--- config.mk ---
export PLATFORM = sky130hd
export DESIGN_NAME = reg_bank_arbiter
export DESIGN_NICKNAME = d
export VERILOG_FILES = /design/src/rtl/reg_bank_arbiter_pkg.sv /design/src/rtl/bank_reg32.sv /design/src/rtl/reg_bank_arbiter.sv
export SDC_FILE = /design/constraint.sdc
export NUM_CORES = 1
export LEC_CHECK = 0
export ABC_CLOCK_PERIOD_IN_PS = 2270
export CORE_ASPECT_RATIO = 2
export CORE_UTILIZATION = 50
export DETAILED_ROUTE_END_ITERATION = 6
export PLACE_DENSITY = 0.74
export SLEW_MARGIN = 20
export SYNTH_ARGS = -nofsm -noshare
export SYNTH_HDL_FRONTEND = slang
export SYNTH_SLANG_ARGS = --single-unit
--- constraint.sdc ---
create_clock -name clk -period 2.27 [get_ports clk]
set_input_delay 0.227 -clock clk [delete_from_list [all_inputs] [get_ports clk]]
set_output_delay 0.227 -clock clk [all_outputs]
set_load 0.005 [all_outputs]
--- src/rtl/reg_bank_arbiter_pkg.sv ---
// Shared constants and the requester-id encoding for the register bank arbiter.
package reg_bank_arbiter_pkg;

    localparam int unsigned DW = 32;  // bank register / write data width
    localparam int unsigned CW = 16;  // committed-write counter width

    typedef enum logic {
        Req0 = 1'b0,
        Req1 = 1'b1
    } req_id_e;

endpackage

--- src/rtl/bank_reg32.sv ---
// One 32-bit bank entry: synchronous clear, load-enabled capture, otherwise hold.
module bank_reg32
    import reg_bank_arbiter_pkg::*;
(
    input  logic          clk,
    input  logic          clear,
    input  logic          load,
    input  logic [DW-1:0] d,
    output logic [DW-1:0] q
);

    logic [DW-1:0] q_q;
    logic [DW-1:0] q_d;

    // Next value: clear wins over load, load wins over hold.
    always_comb begin
        q_d = q_q;
        if (clear) begin
            q_d = '0;
        end else if (load) begin
            q_d = d;
        end
    end

    // Entry storage.
    always_ff @(posedge clk) begin
        q_q <= q_d;
    end

    assign q = q_q;

endmodule

--- src/rtl/reg_bank_arbiter.sv ---
// Two-requester round-robin write arbiter in front of a register bank. A winner is
// captured into a single write stage and committed to the bank one edge later, so
// capture and commit overlap for one write per cycle. Reads bypass the write stage.
module reg_bank_arbiter
    import reg_bank_arbiter_pkg::*;
#(
    parameter int unsigned NREG = 8,  // power of two, 2..16
    parameter int unsigned AW   = 3   // must equal log2(NREG)
) (
    input  logic          clk,
    input  logic          clear,
    input  logic          req0,
    input  logic [AW-1:0] wa0,
    input  logic [DW-1:0] wd0,
    output logic          gnt0,
    input  logic          req1,
    input  logic [AW-1:0] wa1,
    input  logic [DW-1:0] wd1,
    output logic          gnt1,
    input  logic [AW-1:0] ra,
    output logic [DW-1:0] rd,
    output logic [CW-1:0] wcnt
);

    logic          gnt0_q, gnt0_d;
    logic          gnt1_q, gnt1_d;
    req_id_e       ptr_q, ptr_d;
    logic          pend_vld_q, pend_vld_d;
    logic [AW-1:0] pend_addr_q, pend_addr_d;
    logic [DW-1:0] pend_data_q, pend_data_d;
    logic [CW-1:0] wcnt_q, wcnt_d;

    logic          elig0, elig1, grant;
    req_id_e       win;
    logic [DW-1:0] bank_q [NREG];

    // Arbitration, write-stage capture, pointer update and commit counting.
    always_comb begin
        // A requester whose grant is showing this cycle is still holding req; skip it.
        elig0       = req0 & ~gnt0_q;
        elig1       = req1 & ~gnt1_q;
        grant       = elig0 | elig1;
        win         = Req0;
        gnt0_d      = 1'b0;
        gnt1_d      = 1'b0;
        ptr_d       = ptr_q;
        pend_vld_d  = 1'b0;
        pend_addr_d = pend_addr_q;
        pend_data_d = pend_data_q;
        wcnt_d      = wcnt_q + CW'(pend_vld_q);

        if (elig0 && elig1) begin
            win = ptr_q;
        end else if (elig1) begin
            win = Req1;
        end

        if (grant) begin
            pend_vld_d = 1'b1;
            if (win == Req0) begin
                gnt0_d      = 1'b1;
                ptr_d       = Req1;
                pend_addr_d = wa0;
                pend_data_d = wd0;
            end else begin
                gnt1_d      = 1'b1;
                ptr_d       = Req0;
                pend_addr_d = wa1;
                pend_data_d = wd1;
            end
        end

        // Clear discards any pending write and beats both capture and commit.
        if (clear) begin
            gnt0_d     = 1'b0;
            gnt1_d     = 1'b0;
            ptr_d      = Req0;
            pend_vld_d = 1'b0;
            wcnt_d     = '0;
        end
    end

    // Arbiter, pointer, write-stage and counter state.
    always_ff @(posedge clk) begin
        gnt0_q      <= gnt0_d;
        gnt1_q      <= gnt1_d;
        ptr_q       <= ptr_d;
        pend_vld_q  <= pend_vld_d;
        pend_addr_q <= pend_addr_d;
        pend_data_q <= pend_data_d;
        wcnt_q      <= wcnt_d;
    end

    for (genvar i = 0; i < NREG; i++) begin : g_bank
        bank_reg32 u_bank (
            .clk   (clk),
            .clear (clear),
            .load  (pend_vld_q && (pend_addr_q == AW'(i))),
            .d     (pend_data_q),
            .q     (bank_q[i])
        );
    end

    assign rd   = (pend_vld_q && (pend_addr_q == ra)) ? pend_data_q : bank_q[ra];
    assign gnt0 = gnt0_q;
    assign gnt1 = gnt1_q;
    assign wcnt = wcnt_q;

endmodule

Word-level counts from Yosys, hierarchy flattened
Cells that the tools add are included.

Magnitude comparators: 1. Div/mod/pow operators: 0. $mul: 0. Mux-type cells: 11. Eq/ne operators: 8. Shift-type cells: 0. Bitwise logic cells: 7. Add/sub/neg operators: 1. Reductions and logical operators: 12.

Operators by type and width (number): 2-to-1 mux 32 bit (4); binary-select mux 32 bit (select 3 bit) (1); adder 16 x 1 -> 16 bit (1); equality test 3 bit (second input constant) (4); logical AND 1 bit (10); equality test 3 x 2 -> 1 bit (second input constant) (2); 2-to-1 mux 1 bit (5); >= comparator 4 bit (second input constant) (1); NOT 3 -> 4 bit (1); equality test 3 x 1 -> 1 bit (second input constant) (1); equality test 3 bit (1); logical NOT 3 bit (1); 2-to-1 mux 3 bit (1); NOT 1 bit (3); AND 1 bit (2); OR reduction 2 bit (1); bitwise OR 1 bit (1).

RAM bits: 0. ROM bits: 0. Output and inout bits: 50. Register bits after elaboration: 311. Logic and storage cells: 55. Memories: 0. Bits of input ports: 77. Bits in latches: 0.

Depth between registers and ports, before layout
Gate-level depths: netlist (run 1).

Word-level depth: 5. Gate-level depth with buffers: 6. Depth with buffers taken out: 6.

Modules after synthesis
Synthesis (run 1) repeated with hierarchy kept, for this count alone.

Cells, all modules: 1189. Area, all modules: 13874.6 um^2.

By module, submodules not included: bank_reg32 (cells an instance 103, area each 1163.6 um^2, seq. area each 640.6 um^2, instances 8); reg_bank_arbiter (cells an instance 365, area each 4565.6 um^2, seq. area each 1451.4 um^2, instances 1).

Worst setup path before layout (run 1)
OpenSTA, ideal clock, no wires.

Kind: reg2reg. From: reg gnt0_q, in the netlist gnt0. To: reg pend_addr_q[0], enable pin. Arrival time: 1.260 ns. Stages on the path, launching flop included: 4. Setup time: 0.390 ns. Setup slack: 0.620 ns. Path through: dfxtp_1 nor2b_1 nor2_1 inv_1.

Longest elaborated chain between the ends: 3.

Ends and longest elaborated chain: start: declaration (RTL line reg_bank_arbiter.sv:25) `logic gnt0_q, gnt0_d;`; start signal: assignment (RTL line reg_bank_arbiter.sv:85) `gnt0_q <= gnt0_d;`; NOT 1 bit (RTL line reg_bank_arbiter.sv:40) `elig0 = req0 & ~gnt0_q;`; AND 1 bit (RTL line reg_bank_arbiter.sv:40); bitwise OR 1 bit (RTL line reg_bank_arbiter.sv:42) `grant = elig0 | elig1;`; net grant (RTL line reg_bank_arbiter.sv:33) `logic elig0, elig1, grant;`; end signal: assignment (RTL line reg_bank_arbiter.sv:89) `pend_addr_q <= pend_addr_d;`; end: declaration (RTL line reg_bank_arbiter.sv:29) `logic [AW-1:0] pend_addr_q, pend_addr_d;`.

The timed path passes the listed nets, and every way through them passes these cells. A chain may end at the register's enable or synchronous reset.

Final worst setup path (run 1)
From: reg pend_addr_q[2]. To: out rd[22].

Longest elaborated chain between the ends: 3.

Ends and longest elaborated chain: equality test 3 bit (RTL line reg_bank_arbiter.sv:104) `assign rd = (pend_vld_q && (pend_addr_q == ra)) ? pend_data_q : bank_q[ra];`; logical AND 1 bit (RTL line reg_bank_arbiter.sv:104); 2-to-1 mux 32 bit (RTL line reg_bank_arbiter.sv:104); end: declaration (RTL line reg_bank_arbiter.sv:21) `output logic [DW-1:0] rd,`.

No other way between the ends.

==> reports/results.tsv, run 1 <==
metric	value	unit
Post-synth EDFFs	35	
kind of critical path	reg2out	
hold crit path type	in2reg	
Top Ports	127	
status	finished, violations left	
final slew viol count	0	
Hold Buf Count CTS	0	
WP buf/inv	3	
Initial Util	0.5120	
Clock Tree Buf Depth	3	
violated checks	setup timing	
slew margin rel.	0.6242	
dominant cells by area after synthesis	dfxtp_1, nand2_1, a21oi_1	
DRC Markers	0	
Required @ worst endpoint	2040	ps
area of the core	26380	sq um
Worst-Skew Late Latency	550	ps
Startpoint Class	flip-flop	
fraction of layout cells with a size suffix above 1	0.1805	
sequential element share of the synthesized area	0.4868	
Post-Synthesis Cells	1521	
clock root buffer	clkbuf_16	
fillcell total	2144	
Top Metal Used	met4	
most frequent cells in the layout	nand2_1, dfxtp_1, a21oi_1	
FF-to-FF path depth	6	
Critical Path End Type	output port	
Final Setup Violations	20	
wire length on met3	2525	um
clk sink count	311	
sink of the worst hold path	pend_vld_q	
Worst Clk Skew	14.75	ps
first-pass iteration count of the detailed router	5	
RR Endpoint	g_bank[5].u_bank.q[24]	
synthesized flop and latch total	311	
number of routed nets with antenna violations	0	
asr flop ratio synth	0	
global route total overflow	0	
TritonCTS Buffers	27	
Syn. warnings	0	
Tot GR Track Use	0.2692	
# rows	84	
initial antenna violation count	0	
final period utilization	1.037	
Worst EP arrival	2130	ps
Yosys cell types	36	
final wirelength	38140	um
Power Dens Cells	723.8	nW/um^2
Hold Vio Cnt, Final	0	
IO Port Bufs	126	
Diodes inserted	0	
Syn Area/Cell	8.881	sq um
CTS tree	yes	
first-pass GRT wire length	58460	um
Post-Syn Area	13510	sq um
Routed WL per cell	19.39	um
vias in the first global route	11138	
max-cap violations	0	
Yosys top cell area share	0.4090	
Post-Route M1 WL	13840	um
delay-heaviest family, CP	buffers and inverters	
HPWL after DPL	22880	um
Worst path most repeated cell	buf_12	
CP Cell Sequence	xnor2_2 -> nand4_4 -> buf_12 -> buf_12 -> nor2_2 -> a21oi_2 -> dlygate4sd2_1	
worst setup margin	-84.35	ps
min cycle time layout	2354	ps
area grow syn2layout	23.52	%
clock slew at the register clock pins of the worst setup and hold paths	60	ps
worst-margin pin slew	563.7	ps
starting DRC count in detailed routing	1087	
dpl ws	25.79	ps
Final #Nets	1683	
hold path depth	2	
RSZ-0062 raised after global routing	yes	
met2 WL	20080	um
Max FO, Critical Path	12	
CP peak stage delay	430	ps
maximum clock rate	424.7	MHz
routed via count	11338	
Critical-path top delay cell	edfxtp_1	
gpl congestion	0.7964	
most area-hungry cell type in the Yosys netlist	dfxtp_1	
Post-synth top flop	dfxtp_1	
P_leak	5.701	nW
Die ar.	27720	sq um
height of the die	234.4	um
most common cell after layout, fill and taps aside	nand2_1	
R2R setup slack	290	ps
Chip Width	118.2	um
largest net degree at the start of global routing	84	
setup TNS	-947.2	ps
worst hold start	clear	
Mapped Nets	1601	
average vias per placed instance	5.764	
Reg-to-Reg Start	pend_vld_q	
H-tree depth	1	
Max VDD drop	0.6119	mV
Yosys cell counts (10+ instances only):
| cell type | instances |
|---|---|
| nor2_1 | 53 |
| clkbuf_1 | 77 |
| mux2i_1 | 32 |
| buf_2 | 56 |
| a21oi_1 | 290 |
| mux2_2 | 18 |
| mux2_1 | 18 |
| nand3_1 | 11 |
| nand2_1 | 522 |
| mux4_2 | 64 |
| dfxtp_1 | 276 |
| xnor2_1 | 10 |
| edfxtp_1 | 35 |
layout make-up:
cell class | instances | area, sq um | area share
clock inverter | 9 | 63.81 | 0.003825
sequential | 311 | 6576 | 0.3941
timing repair buffer | 196 | 2056 | 0.1232
tap | 344 | 430.4 | 0.02580
inverter | 4 | 15.01 | 0.0008999
clock buffer | 40 | 837.1 | 0.05017
multi-input combinational | 1063 | 6706 | 0.4019
metal layers:
layer	vias up	track usage
li1	5264	-
met1	5453	0.3030
met2	502	0.5028
met3	119	0.02665
met4	0	0.1354
met5	-	0
flip-flops by register name (all words and copies together) (netlist names):
register and count:
g_bank.u_bank.q 256, pend_data_q 32, wcnt 16, pend_addr_q 3, gnt1 1, pend_vld_q 1, ptr_q 1, gnt0 1
metrics by stage:
stage          hold WS (ps)  std cells  cell area [sq um]  power (mW)    util
2_1_floorplan         427.9       1521              13510       6.782       -
3_3_place_gp          438.0       1904              15300       7.369  0.5801
3_5_place_dp          443.5       1904              15300       7.396  0.5801
4_1_cts               111.4       1953              16310       12.03  0.6183
5_1_grt               127.8       1967              16680       12.46  0.6325
6_report              116.9       1967              16680       12.08  0.6325
kinds of logic (layout without fill, tap and decap cells):
family	Yosys count	after routing	synth area share
muxes	132	132	0.1604
adders and majority gates	3	3	0.002779
and+or+nand+nor	621	621	0.1818
buffers and inverters	147	249	0.05002
DFF	311	311	0.4868
AOI/OAI and AO/OA	293	293	0.1090
xor gates and xnor gates	14	14	0.009077
worst register-to-register path, stage by stage (launching register included):
cell	delay, ps
dfxtp_1	480
buf_4	230
nand2_1	270
nor2_4	400
buf_12	280
nand2_1	90
a21oi_1	150
power by group:
| group | internal, mW | total [mW] | switching, mW |
|---|---|---|---|
| logic | 0.623 | 1.32 | 0.698 |
| clock network | 2.65 | 4.70 | 2.04 |
| registers | 5.78 | 6.06 | 0.277 |
| total | 9.06 | 12.1 | 3.02 |
worst max path at each step:
stage	slack (ps)	to	from	cells after the start
global placement	30	rd[21]	ra[0]	7
CTS	-320	rd[1]	pend_addr_q[2]	5
detailed placement	30	rd[28]	pend_addr_q[2]	5
finish	-80	rd[22]	pend_addr_q[2]	7
floorplan	620	pend_addr_q[0]	gnt0	3
global route	-190	rd[22]	pend_addr_q[2]	7
timing repair:
item                       CTS  global route
buffers inserted             0             9
gates resized for setup     63           122
pin swaps                    0             9
setup endpoints to repair   32            32
cloned                       0             6
Note: power is estimated with default switching activity, not from simulation.
==> run 2, diff against run 1 <==
CORE_MARGIN = 2   (was unset)
==> reports/results.tsv, run 2 (synthesized netlist as in run 1, its figures left out) <==
metric	value	unit
sink of the worst hold path	wcnt[7]	
routed via count	11284	
Worst-Skew Late Latency	550	ps
vias in the first global route	11673	
area grow syn2layout	22.73	%
H-tree depth	1	
RR Endpoint	g_bank[7].u_bank.q[21]	
Reg-to-Reg Start	pend_vld_q	
Routed WL per cell	19.18	um
global route total overflow	0	
status	finished, violations left	
Hold Vio Cnt, Final	0	
Top Ports	127	
final wirelength	37920	um
clock slew at the register clock pins of the worst setup and hold paths	60	ps
Initial Util	0.5040	
max-cap violations	0	
worst-margin pin slew	587.2	ps
most common cell after layout, fill and taps aside	nand2_1	
worst hold start	clear	
violated checks	setup timing	
Max FO, Critical Path	7	
Clock Tree Buf Depth	3	
initial antenna violation count	0	
largest net degree at the start of global routing	74	
hold path depth	2	
Chip Width	120.2	um
R2R setup slack	430	ps
Final #Nets	1691	
first-pass GRT wire length	60430	um
Worst Clk Skew	9.299	ps
max reg flops	256	
starting DRC count in detailed routing	853	
first-pass iteration count of the detailed router	5	
hold crit path type	in2reg	
CTS tree	yes	
setup TNS	-3745	ps
HPWL after DPL	22750	um
gpl congestion	0.8207	
Startpoint Class	flip-flop	
slew margin rel.	0.6085	
DRC Markers	0	
number of routed nets with antenna violations	0	
Overall Power	12.17	mW
maximum clock rate	409.3	MHz
final slew viol count	0	
Diodes inserted	0	
Final Setup Violations	31	
Die ar.	28430	sq um
RSZ-0062 raised after global routing	yes	
worst setup margin	-173.3	ps
Required @ worst endpoint	2040	ps
most frequent cells in the layout	nand2_1, dfxtp_1, a21oi_1	
Critical Path End Type	output port	
IO Port Bufs	126	
Power Dens Cells	734.0	nW/um^2
clock root buffer	clkbuf_16	
Max VDD drop	1.013	mV
height of the die	236.4	um
Tot GR Track Use	0.2688	
TritonCTS Buffers	27	
FF-to-FF path depth	6	
final period utilization	1.076	
Worst EP arrival	2220	ps
average vias per placed instance	5.708	
area of the core	26800	sq um
kind of critical path	reg2out	
P_leak	5.710	nW
clk sink count	311	
# rows	85	
fraction of layout cells with a size suffix above 1	0.1903	
min cycle time layout	2443	ps
run 2: cell count changes in the layout (fill, tap and decap cells not counted), moves of 6 or more:
cell           delta
buf_2            +25
buf_4            +16
clkbuf_2         -17
clkinv_1          -7
dlygate4sd2_1     -6
nor2_2            +7
nor2_4            -7
run 2: worst max path at each step:
stage	startpoint	end	slack, ps	depth (start not counted)
after floorplan	gnt0	pend_addr_q[0]	620	3
after global placement	pend_addr_q[0]	rd[13]	-3	6
after detailed placement	pend_addr_q[0]	rd[14]	-20	6
after CTS	pend_addr_q[0]	rd[14]	-220	8
after global routing	pend_addr_q[0]	rd[18]	-200	8
final	pend_addr_q[0]	rd[14]	-170	8
run 2: cell type report:
class                   count  area [sq um]
fillers                  2225         10220
multi-input cells        1063          6621
flip-flops and latches    311          6576
repair buffers            204          2007
clock buffers              37         814.5
well taps                 348         435.4
clock inverters            10         108.9
inverters                   4         15.01
run 2: critical path, stage by stage, from the launching register on:
cell and delay, ps:
edfxtp_1 460, xnor2_2 310, nand4_4 150, buf_6 160, buf_12 150, buf_12 150, nor2_4 100, a21oi_4 40
buf_2 140
run 2: layer usage:
metal  vias up  wire [um]  global-route usage
li1       5268          -                   -
met1      5446      13750              0.3029
met2       444      20000              0.4907
met3       126       2319             0.03288
met4         0       1842              0.1350
met5         -          0                   0
run 2: metrics by stage:
step / utilization / hold WS [ps] / cells / area [sq um] / worst slack, ps
floorplan: - / 427.9 / 1521 / 13510 / 620.3
global placement: 0.5710 / 438.0 / 1921 / 15300 / -2.646
detailed placement: 0.5710 / 443.1 / 1921 / 15300 / -23.24
CTS: 0.6163 / 109.5 / 1977 / 16520 / -219.1
global route: 0.6186 / 144.7 / 1977 / 16580 / -201.1
finish: 0.6186 / 114.6 / 1977 / 16580 / -173.3
run 2: timing repair:
| action | 4_1_cts | 5_1_grt |
|---|---|---|
| cloned | 4 | 0 |
| pin swaps | 7 | 4 |
| endpoints found under the hold margin | 0 | 0 |
| setup buffers | 8 | 0 |
| gates resized for setup | 215 | 13 |
| endpoints found under the setup margin | 32 | 32 |
| hold buffers | 0 | 0 |
run 2: report_power, final:
part	switching [mW]	total (mW)	internal (mW)
registers	0.278	6.06	5.78
logic	0.679	1.29	0.611
clock network	2.08	4.82	2.74
